$ cat src/rtl/heq_lut_scheduler_pkg.sv
// Shared definitions for the histogram-equalisation LUT builder:
// FSM state encoding, default sizing and the LUT saturation value.
package heq_lut_scheduler_pkg;

   localparam int unsigned BINS_DEF = 256;
   localparam int unsigned SIZE_DEF = 1600;
   localparam int unsigned TMO_DEF  = 128;
   localparam int unsigned LPOW     = 8;
   localparam int unsigned LUT_MAX  = (1 << LPOW) - 1;

   typedef enum logic [3:0] {
      IDLE,
      SCAN_RD,
      SCAN_CHK,
      LOAD_RD,
      LOAD_SET,
      DIV_GO,
      DIV_WAIT,
      WRITE,
      FIN
   } state_t;

   function automatic logic [LPOW-1:0] sat_lut(input logic [31:0] g);
      return (g > 32'(LUT_MAX)) ? LPOW'(LUT_MAX) : g[LPOW-1:0];
   endfunction

endpackage

$ cat src/rtl/heq_lut_scheduler.sv
// Builds the equalisation LUT: scans the CDF RAM for the first nonzero bin,
// then sends every bin through the external divider and writes the result.
module heq_lut_scheduler
   import heq_lut_scheduler_pkg::*;
#(
   parameter int unsigned BINS = BINS_DEF,
   parameter int unsigned SIZE = SIZE_DEF,
   parameter int unsigned TMO  = TMO_DEF
) (
   input  logic        clk,
   input  logic        reset,
   input  logic        start,
   output logic        busy,
   output logic        done,
   output logic        error,
   output logic        cdf_rd_en,
   output logic [7:0]  cdf_addr,
   input  logic [31:0] cdf_rd_data,
   output logic [31:0] cdf_min,
   output logic [31:0] cdf_in,
   output logic        div_en,
   input  logic [31:0] g_out,
   input  logic        ready_g_out,
   output logic        lut_wr_en,
   output logic [7:0]  lut_addr,
   output logic [7:0]  lut_wr_data
);

   localparam int unsigned TW = $clog2(TMO) + 1;

   state_t          state, state_nxt;
   logic [7:0]      addr;
   logic [31:0]     cdf_in_q;
   logic [7:0]      wdata;
   logic [TW-1:0]   tmo_cnt;
   logic            last;
   logic            rd_zero;
   logic            div_skip;
   logic            tmo_hit;

   assign last     = (addr == 8'(BINS - 1));
   assign rd_zero  = (cdf_rd_data == '0);
   assign div_skip = rd_zero || (cdf_min == 32'(SIZE));
   assign tmo_hit  = (tmo_cnt == TW'(TMO - 1));

   assign busy        = (state != IDLE);
   assign cdf_addr    = addr;
   // Read data is forwarded during LOAD_SET so the operand is already
   // stable one cycle before div_en, as the divider's input stage expects.
   assign cdf_in      = (state == LOAD_SET) ? cdf_rd_data : cdf_in_q;
   assign lut_addr    = (state == WRITE) ? addr : '0;
   assign lut_wr_data = (state == WRITE) ? wdata : '0;

   always_ff @(posedge clk) begin
      if (reset) state <= IDLE;
      else       state <= state_nxt;
   end

   always_comb begin
      state_nxt = state;
      cdf_rd_en = 1'b0;
      div_en    = 1'b0;
      done      = 1'b0;
      lut_wr_en = 1'b0;
      unique case (state)
         IDLE:     if (start) state_nxt = SCAN_RD;
         SCAN_RD: begin
            cdf_rd_en = 1'b1;
            state_nxt = SCAN_CHK;
         end
         SCAN_CHK: state_nxt = (!rd_zero || last) ? LOAD_RD : SCAN_RD;
         LOAD_RD: begin
            cdf_rd_en = 1'b1;
            state_nxt = LOAD_SET;
         end
         LOAD_SET: state_nxt = div_skip ? WRITE : DIV_GO;
         DIV_GO: begin
            div_en    = 1'b1;
            state_nxt = DIV_WAIT;
         end
         DIV_WAIT: begin
            if (ready_g_out)  state_nxt = WRITE;
            else if (tmo_hit) state_nxt = IDLE;
         end
         WRITE: begin
            lut_wr_en = !reset;
            state_nxt = last ? FIN : LOAD_RD;
         end
         FIN: begin
            done      = 1'b1;
            state_nxt = IDLE;
         end
         default:  state_nxt = IDLE;
      endcase
   end

   always_ff @(posedge clk) begin
      if (reset) begin
         addr     <= '0;
         cdf_min  <= '0;
         cdf_in_q <= '0;
         wdata    <= '0;
         tmo_cnt  <= '0;
         error    <= 1'b0;
      end else begin
         unique case (state)
            IDLE: if (start) begin
               error    <= 1'b0;
               addr     <= '0;
               cdf_min  <= '0;
               cdf_in_q <= '0;
            end
            SCAN_CHK: begin
               if (!rd_zero) begin
                  cdf_min <= cdf_rd_data;
                  addr    <= '0;
               end else if (last) begin
                  addr <= '0;
               end else begin
                  addr <= addr + 8'd1;
               end
            end
            LOAD_SET: begin
               cdf_in_q <= cdf_rd_data;
               tmo_cnt  <= '0;
               if (rd_zero)       wdata <= '0;
               else if (div_skip) wdata <= 8'(LUT_MAX);
            end
            DIV_WAIT: begin
               tmo_cnt <= tmo_cnt + 1'b1;
               if (ready_g_out) begin
                  wdata <= sat_lut(g_out);
               end else if (tmo_hit) begin
                  error    <= 1'b1;
                  cdf_in_q <= '0;
               end
            end
            WRITE: if (!last) addr <= addr + 8'd1;
            default: ;
         endcase
      end
   end

endmodule

$ cat config.mk
export PLATFORM = sky130hd
export DESIGN_NAME = heq_lut_scheduler
export DESIGN_NICKNAME = d
export VERILOG_FILES = /design/src/rtl/heq_lut_scheduler_pkg.sv /design/src/rtl/heq_lut_scheduler.sv
export SDC_FILE = /design/constraint.sdc
export NUM_CORES = 1
export LEC_CHECK = 0
export BUFFER_PORTS_ARGS = -buffer_cell sky130_fd_sc_hd__clkbuf_2
export CAP_MARGIN = 20
export CORE_AREA = 2 2 98 100
export CTS_CLUSTER_SIZE = 40
export DETAILED_ROUTE_END_ITERATION = 12
export DIE_AREA = 0 0 100 102
export PLACE_DENSITY = 0.82
export SYNTH_ARGS = -nofsm -noshare
export SYNTH_HDL_FRONTEND = slang
export SYNTH_SLANG_ARGS = --single-unit
$ cat constraint.sdc
create_clock -name clk -period 2.3 [get_ports clk]
set_input_delay 0.345 -clock clk [delete_from_list [all_inputs] [get_ports clk]]
set_output_delay 0.345 -clock clk [all_outputs]
set_load 0.01 [all_outputs]
==> impl_results.md, run 1 <==
* Outcome: finished, final reports clean
* EDFF count, synth at 0
* CP Max Fanout at 32
* RSZ-0062 raised after global routing: false
* Synth area leaders: dfxtp_1 (42%), nand2_1 (15%), a21oi_1 (9.4%), o21ai_0 (4.8%), nor4_1 (3.4%)
* Peak per-stage delay on the critical path at 0.43 ns
* Worst-path cell chain: or3b_4 > nand2b_1 > buf_12 > nand2_1 > nand2_1 > clkbuf_2
* Max-slew violation count at 0
* GRT overflow at 0
* Final TNS setup at 0 ns
* Crit-path leading delay family: simple AND/OR/NAND/NOR gates
* Synth-to-layout area growth at 26.2%
* CTS sink count at 93
* Vias per cell at 5.64
* PD cells at 609 nW/um^2
* Top-count cell post-synth: nand2_1
* Die height at 102 um
* DR vias at 4944
* Syn Area/Cell at 7.31 um^2
* Remaining DRCs at 0
* Worst path arrival time at 1.88 ns
* Initial Util at 49.0%
* CP Class: register to output port
* Worst hold path class: input pin to register
* GP Congestion at 0.886
* Nets at 830
* Share of the synthesized area in the top cell type at 41.7%
* Clock buffer depth at 2
* CORE AREA at 9110 um^2
* Most common cell on crit path: nand2_1
* Post-synth top cells: nand2_1 (175), dfxtp_1 (93), a21oi_1 (84)
* Leakage at 2.48 nW
* Synthesized flop and latch total at 93
* Largest net degree at the start of global routing at 40
* Die area at 10200 um^2
* Max Clock Freq at 0.449 GHz
* Row cnt at 35
* Vias in the first global route at 4527
* Share of cells above drive strength 1 at 27.1%
* DRT Pass-1 Iters at 5
* Post-synth ARST share at 0%
* Clk_lat worst skew at 0.36 ns
* Fin crit period at 2.23 ns
* Count of different cell masters after synthesis at 45
* Met3 usage in global routing at 4.17%
* Cells after Synth at 610
* Clock root buffer: clkbuf_8
* Most Crowded Layer GR: met2
* Initial antenna violation count at 0
* Max-cap viol count at 0
* Met1 Track Usage GR at 32.5%
* Worst path bufs/invs at 2
* Number of CTS-inserted buffers at 9
* IO Count at 162
* Synth Cell Area at 4460 um^2
* CTS tree: yes
* H-tree depth at 3
* Post-route ant nets at 0
* Die X at 100 um
* WP data required at 1.96 ns
* Max IR drop VDD at 431 uV
* Final hold vios at 0
* Clock Skew at 0.00661 ns
* Synth warn at 0
* M2 GR Usage at 42.5%
* Port bufs at 161
* Startpoint class of the critical path: register
* Synthesized Nets at 680
* Ys flop type: dfxtp_1
* Worst-margin pin slew at 0.626 ns
* Largest area contributor in the netlist: dfxtp_1
* Final wirelength at 13200 um
* Tcrit/Tclk final at 96.9%
* Clock transition at path regs at 0.09 ns
* Detail Placement HPWL at 9510 um
* Sequential fraction of the synthesis area at 41.7%
* First-pass GRT wire length at 21000 um
* WHS at 0.234 ns
* WL/cell at 15.0 um
* GRT Overall Usage at 25.3%
* Finish-stage setup viols at 0
* Slew HR at 58.3%
* Worst path slowest cell: or3b_4
* DRT iter0 DRCs at 339
* Setup bufs post-CTS at 0
* Critical path endpoint category: output port
* Diodes inserted at 0
tightest hold or removal path, stage by stage:
cell and delay (ns):
clkbuf_2 0.10, nand2_1 0.05, a21oi_1 0.05
kinds of logic (layout without fill, tap and decap cells):
kind of cell	after synthesis	after routing	synth area share [%]
xor gates and xnor gates	4	4	0.785
adders and majority gates	2	2	0.561
muxes	10	10	2.30
and+or+nand+nor	302	302	31.8
DFF	93	93	41.7
AOI/OAI and AO/OA	151	151	18.4
buffers and inverters	48	203	4.49
routing by layer:
metal,vias to the layer above,part of all wire [%],wire (um)
met5,-,0,0
met4,0,2.6,345
met3,30,6.6,872
met2,202,48,6380
met1,2306,42,5570
li1,2406,-,-
layout by cell type (no fill, tap or decap), types with 3 or more instances in the layout:
cell	n
or3_1	3
nor4_1	24
buf_4	19
clkbuf_2	161
nor3_1	12
clkbuf_8	10
nor2b_1	3
a21oi_1	84
nor3b_1	4
o21ai_0	42
nor4b_1	4
nand4_1	6
dfxtp_1	93
nand3b_1	3
mux2i_1	8
inv_1	4
xnor2_1	4
or4_1	3
o21bai_1	9
and2_1	18
nand2b_1	9
nor2_1	21
nand3_1	7
nand2_1	175
metrics by stage:
step                      worst slack (ns)  power (mW)  area [um^2]  std cells  utilization, %
after floorplan                      0.289        2.07         4460        610               -
after global placement               0.207        2.31         5390        860            59.2
after detailed placement             0.208        2.33         5390        860            59.2
after CTS                           0.0975        3.42         5610        876            61.6
after global routing               0.00802        3.57         5630        876            61.8
final                               0.0720        3.43         5630        876            61.8
final cells by class:
class	count	area, um^2
clock buffers	11	141
clock inverters	5	60.1
fillers	811	3480
inverters	4	15.0
multi-input cells	469	2420
flip-flops and latches	93	1860
well taps	111	139
repair buffers	183	991
power breakdown:
group	total, mW	switching (mW)	leakage [nW]	internal, mW
registers	1.71	0.0422	0.751	1.66
clock network	1.12	0.582	0.0995	0.535
logic	0.603	0.380	1.63	0.223
total	3.43	1.00	2.48	2.42
final timing paths:
| path | to | depth (start not counted) | start | slack (ns) |
|---|---|---|---|---|
| max | cdf_in[21] | 6 | state[3] | 0.07 |
| min | cdf_min[22] | 3 | cdf_rd_data[22] | 0.23 |
| max reg2reg | cdf_addr[7] | 6 | state[1] | 0.18 |
| min reg2reg | cdf_in_q[21] | 2 | cdf_in_q[21] | 0.46 |
sequential cells by signal, indices dropped and copies added (netlist names):
name,flops
cdf_min,32
state,4
cdf_in_q,32
wdata,8
error,1
tmo_cnt,8
cdf_addr,8
what timing repair did:
action / CTS / global route
resized for setup: 5 / 3
hold buffers: 0 / 0
endpoints found under the setup margin: 32 / 24
cloned: 0 / 0
endpoints found under the hold margin: 0 / 0
(Power assumes the default switching activity.)
==> run 2: changes to the inputs <==
Settings changed: REMOVE_ABC_BUFFERS from default to 1, SLEW_MARGIN from default to 20.
==> run 2 against run 1 <==
Die area unchanged. Register-to-register slack better by 0.03 ns. Combinational power fell by 3%. Via count grew 0.36%. Global-route usage shrank 0.49 points. Power down 2.1%. Worst setup slack better by 0.0016 ns. Critical path depth unchanged. Largest cell class unchanged.
==> impl_results.md, run 2 (synthesis gave the netlist of run 1 again) <==
* Outcome: finished, final reports clean
* Clock Skew at 0.0127 ns (+0.00607 ns)
* Port bufs at 161 (unchanged)
* Nets at 828 (-0.24%)
* CP Class: register to output port
* Most common cell on crit path: nand2_1
* CTS tree: yes
* Max-cap viol count at 0 (unchanged)
* Clock buffer depth at 2 (unchanged)
* Peak per-stage delay on the critical path at 0.43 ns (about the same)
* DR vias at 4962 (+0.36%)
* GP Congestion at 0.898 (+1.3%)
* WL/cell at 15.0 um (-0.15%)
* Synth-to-layout area growth at 25.4%
* DRT Pass-1 Iters at 5 (unchanged)
* Initial Util at 49.0% (unchanged)
* Clk_lat worst skew at 0.37 ns (about the same)
* Final core occ at 61.4% (-0.37 points)
* Most Crowded Layer GR: met2
* Clock root buffer: clkbuf_8
* GRT Overall Usage at 24.8% (-0.49 points)
* H-tree depth at 3 (unchanged)
* DRT iter0 DRCs at 299 (-12%)
* GRT overflow at 0 (unchanged)
* Crit Reg-Reg Startpoint: cdf_addr[0]
* CP Max Fanout at 24 (-25%)
* Critical path endpoint category: output port
* Worst hold path class: input pin to register
* Vias per cell at 5.68 (+0.59%)
* Clock transition at path regs at 0.10 ns (about the same)
* Dpl cell area at 5380 um^2 (-0.28%)
* CTS sink count at 93 (unchanged)
* Hold path startpoint: cdf_rd_data[13]
* CP Launch Point: state[2]
* Tcrit/Tclk final at 96.8% (about the same)
* Setup bufs post-CTS at 0 (unchanged)
* IO Count at 162 (unchanged)
* Die X at 100 um (unchanged)
* Largest net degree at the start of global routing at 55 (+38%)
* Share of cells above drive strength 1 at 27.3% (+0.20 points)
* Worst path slowest cell: or3b_4
* Max Clock Freq at 0.449 GHz (about the same)
* Remaining DRCs at 0 (unchanged)
* Pre-CTS setup slack at 0.0388 ns (-0.170 ns)
* First-pass GRT wire length at 20500 um (-2.2%)
* Post-route ant nets at 0 (unchanged)
* Commonest cells after routing, fill and taps aside: nand2_1 (175), clkbuf_2 (161), dfxtp_1 (90)
* Most common cell after layout, fill and taps aside: nand2_1
* WP data required at 1.96 ns (about the same)
* Max-slew violation count at 0 (unchanged)
* Post-route cell area at 5590 um^2 (-0.60%)
* Detail Placement HPWL at 9550 um (+0.41%)
* Leakage at 2.47 nW (-0.59%)
* Met1 Track Usage GR at 30.5% (-2.0 points)
* Final hold vios at 0 (unchanged)
* Worst path arrival time at 1.88 ns (about the same)
* Slew HR at 27.4% (-31 points)
* Final wirelength at 13100 um (-0.38%)
* Final TNS setup at 0 ns (unchanged)
* M2 GR Usage at 43.5% (+0.94 points)
* Largest regs: cdf_in_q x32, cdf_min x32
* Initial antenna violation count at 0 (unchanged)
* Vias in the first global route at 4422 (-2.3%)
* Startpoint class of the critical path: register
* Met3 usage in global routing at 4.79% (+0.62 points)
* Die height at 102 um (unchanged)
* CORE AREA at 9110 um^2 (unchanged)
* Die area at 10200 um^2 (unchanged)
* Diodes inserted at 0 (unchanged)
* Worst-path cell chain: or3b_4 > nand2b_1 > buf_6 > nand2_1 > nand2_1 > clkbuf_2
* Row cnt at 35 (unchanged)
* Worst-margin pin slew at 1.09 ns (+0.463 ns)
* PD cells at 600 nW/um^2 (-1.5%)
* Fin crit period at 2.23 ns (-0.00159 ns)
* RSZ-0062 raised after global routing: false
* Finish-stage setup viols at 0 (unchanged)
* Crit path setup slack, layout at 0.0736 ns (+0.00159 ns)
* Max IR drop VDD at 366 uV (-15%)
* Placed insts at 858 (-0.23%)
* Number of CTS-inserted buffers at 9 (unchanged)
* Non-filler cells, final at 874 (-0.23%)
run 2: report_power, final:
group,internal [mW],switching (mW)
Clock,0.440,0.615
Sequential,1.67,0.0478
Combinational,0.216,0.371
Total,2.32,1.03
run 2: critical path: cells and delay by family, from the launching register on:
kind	cells	cell delay [ns]
AND/OR/NAND/NOR	4	0.79
flip-flops	1	0.39
buffers and inverters	2	0.33
run 2: final cells by class:
cell class                      instances  area (um^2)
Clock inverter                          6         50.0
Sequential cell                        93         1870
Tap cell                              111          139
Fill cell                             841         3510
Timing Repair Buffer                  181          972
Multi-Input combinational cell        469         2410
Clock buffer                           10          138
Inverter                                4         15.0
run 2: per-layer routing:
metal,part of all wire (%),up-vias
met5,0,-
met4,2.1,0
met2,50,238
met1,41,2294
met3,7.2,28
li1,-,2402
run 2: final timing paths:
kind / slack [ns] / cells after the start / end
min reg2reg: 0.46 / 2 / cdf_in_q[5]
min: 0.22 / 3 / cdf_min[13]
max: 0.07 / 6 / cdf_in[9]
max reg2reg: 0.21 / 6 / cdf_addr[7]
run 2: repair_timing:
item,in CTS,in global routing
pin swaps,0,0
hold buffers,0,0
gates cloned,0,0
gates resized for setup,7,2
setup endpoints to repair,28,2
run 2: through the flow:
stage / power (mW) / hold slack (ns)
after global routing: 3.49 / 0.220
after floorplan: 2.01 / 0.414
after detailed placement: 2.32 / 0.447
after CTS: 3.36 / 0.208
final: 3.36 / 0.216
after global placement: 2.30 / 0.441
==> run 3: changes to the inputs <==
Settings changed: CORE_AREA 2 2 98 100 to 2 2 103 105, DIE_AREA 0 0 100 102 to 0 0 105 107, PLACE_DENSITY 0.82 to 0.8.
==> run 3 against run 2 <==
Via count is 1.8% lower. Worst hold slack better by 0.0081 ns. Power is 0.11% higher. Non-clock buffer count is 11 higher. Utilization is 4.6 points lower. Combinational power is 2% higher. Final cell count is 4.1% higher. Register-to-register slack worse by 0.07 ns. Clock power hardly changed. Maximum frequency hardly changed. Critical path type unchanged. Highest routed layer unchanged.
==> impl_results.md, run 3 (synthesis gave the netlist of run 1 again) <==
* M2 GR Usage at 38.8% (-4.7 points)
* Met1 Track Usage GR at 28.9% (-1.6 points)
* Post-route cell area at 5740 um^2 (+2.5%)
* Initial antenna violation count at 0 (unchanged)
* Die height at 107 um (+4.9%)
* Remaining DRCs at 0 (unchanged)
* CTS tree: yes
* Clock Skew at 0.0181 ns (+0.00538 ns)
* Initial Util at 44.2% (-4.8 points)
* CP Max Fanout at 7 (-71%)
* Pwr Total at 3.36 mW (+0.11%)
* Slew HR at 27.7% (+0.34 points)
* Hold path startpoint: cdf_rd_data[9]
* CTS sink count at 93 (unchanged)
* Max-slew violation count at 0 (unchanged)
* CP Class: register to output port
* Post-route ant nets at 0 (unchanged)
* Vias per cell at 5.36 (-5.6%)
* Hold EP: cdf_min[9]
* Hold buffer count at cts at 0 (unchanged)
* Die X at 105 um (+5.0%)
* Finish-stage setup viols at 0 (unchanged)
* Outcome: finished, final reports clean
* Non-filler cells, final at 910 (+4.1%)
* Clock root buffer: clkbuf_8
* Port bufs at 161 (unchanged)
* DRT Pass-1 Iters at 5 (unchanged)
* IO Count at 162 (unchanged)
* Most common cell after layout, fill and taps aside: nand2_1
* Clock transition at path regs at 0.11 ns (about the same)
* Final wirelength at 13000 um (-1.0%)
* Tcrit/Tclk final at 96.8% (about the same)
* Commonest cells after routing, fill and taps aside: nand2_1 (175), clkbuf_2 (159), dfxtp_1 (90)
* H-tree depth at 3 (unchanged)
* PD cells at 586 nW/um^2 (-2.4%)
* Worst path arrival time at 1.88 ns (about the same)
* Crit Reg-Reg Startpoint: state[1]
* Startpoint class of the critical path: register
* Worst Reg-to-Reg Cells at 5 (-1)
* Number of CTS-inserted buffers at 9 (unchanged)
* Most Crowded Layer GR: met2
* Share of cells above drive strength 1 at 28.3% (+1.0 points)
* First-pass GRT wire length at 21000 um (+2.5%)
* Worst R2R Setup Slack at 0.14 ns (-0.07 ns)
* GRT overflow at 0 (unchanged)
* Diodes inserted at 0 (unchanged)
* DRT iter0 DRCs at 283 (-5.4%)
* RSZ-0062 raised after global routing: true
* Row cnt at 37 (+5.7%)
* WP data required at 1.96 ns (about the same)
* WHS at 0.224 ns (+0.00814 ns)
* Final hold vios at 0 (unchanged)
* Nets at 839 (+1.3%)
* Met3 usage in global routing at 4.07% (-0.72 points)
* Clk_lat worst skew at 0.36 ns (about the same)
* Clock buffer depth at 2 (unchanged)
* FILL cells at 1020 (+21%)
* CORE AREA at 10100 um^2 (+11%)
* Max IR drop VDD at 417 uV (+14%)
* Worst hold path class: input pin to register
* GRT Overall Usage at 22.8% (-2.0 points)
* Worst flop-to-flop path endpoint: cdf_addr[7]
* Dpl cell area at 5480 um^2 (+1.9%)
* GP Congestion at 0.867 (-3.4%)
* Worst-margin pin slew at 1.08 ns (-0.00507 ns)
* Detail Placement HPWL at 9180 um (-3.8%)
* Fin crit period at 2.23 ns (+0.000369 ns)
* Placed insts at 889 (+3.6%)
* Max Clock Freq at 0.449 GHz (about the same)
* Largest net degree at the start of global routing at 48 (-13%)
* Hold Path Stages at 3 (unchanged)
* Leakage at 2.53 nW (+2.6%)
* DR vias at 4875 (-1.8%)
* Critical path endpoint category: output port
* Die area at 11200 um^2 (+10%)
* CP Launch Point: state[0]
* WL/cell at 14.3 um (-5.0%)
* Largest regs: cdf_in_q x32, cdf_min x32
* Synth-to-layout area growth at 28.6%
* Max-cap viol count at 0 (unchanged)
* Vias in the first global route at 4477 (+1.2%)
## run 3: cell types whose count changed in the layout (fill, tap and decap cells not counted), sizes merged
cell and delta:
clkinv +2, clkinvlp -1, buf +13, clkbuf -3
## run 3: layout make-up
cell class              count  area (um^2)  share of cell area, %
inverters                   4         15.0                  0.262
flip-flops and latches     93         1870                   32.6
repair buffers            192         1080                   18.8
clock inverters             7         62.6                   1.09
multi-input cells         469         2410                   42.1
clock buffers               9          124                   2.16
well taps                 136          170                   2.97
## run 3: per-stage QoR
stage          utilization, %  TNS (ns)  setup slack, ns
2_1_floorplan               -    -16.37           -0.300
3_5_place_dp             54.3         0           0.0930
5_1_grt                  56.8   -0.0925          -0.0266
4_1_cts                  56.7         0          0.00956
6_report                 56.8         0           0.0732
3_3_place_gp             54.3         0           0.0742
## run 3: metal layers
layer  vias up  wire [um]
li1       2424          -
met1      2233       5730
met2       195       6110
met3        23        857
met4         0        282
met5         -          0
## run 3: worst max path at each step
stage / cells after the start / endpoint / slack (ns)
2_1_floorplan: 4 / wdata[0] / -0.30
3_3_place_gp: 7 / cdf_addr[1] / 0.07
3_5_place_dp: 6 / wdata[6] / 0.09
4_1_cts: 6 / cdf_in[4] / 0.01
5_1_grt: 6 / cdf_in[4] / -0.03
6_report: 6 / cdf_in[14] / 0.07
## run 3: repair_timing
item,4_1_cts,5_1_grt
cloned,3,0
setup buffers,1,1
gates resized for setup,10,5
endpoints found under the hold margin,0,0
endpoints found under the setup margin,32,31
pin swaps,1,1
## run 3: where the power goes
| part | internal (mW) | switching, mW |
|---|---|---|
| registers | 1.66 | 0.0457 |
| logic | 0.228 | 0.372 |
| clock network | 0.418 | 0.630 |
## run 3: critical path, cell delays in order, from the launching register on
cell and delay, ns:
dfxtp_2 0.36, or3b_4 0.42, nor2_4 0.27, buf_4 0.22, nand2_1 0.07, nand2_1 0.06
clkbuf_2 0.12
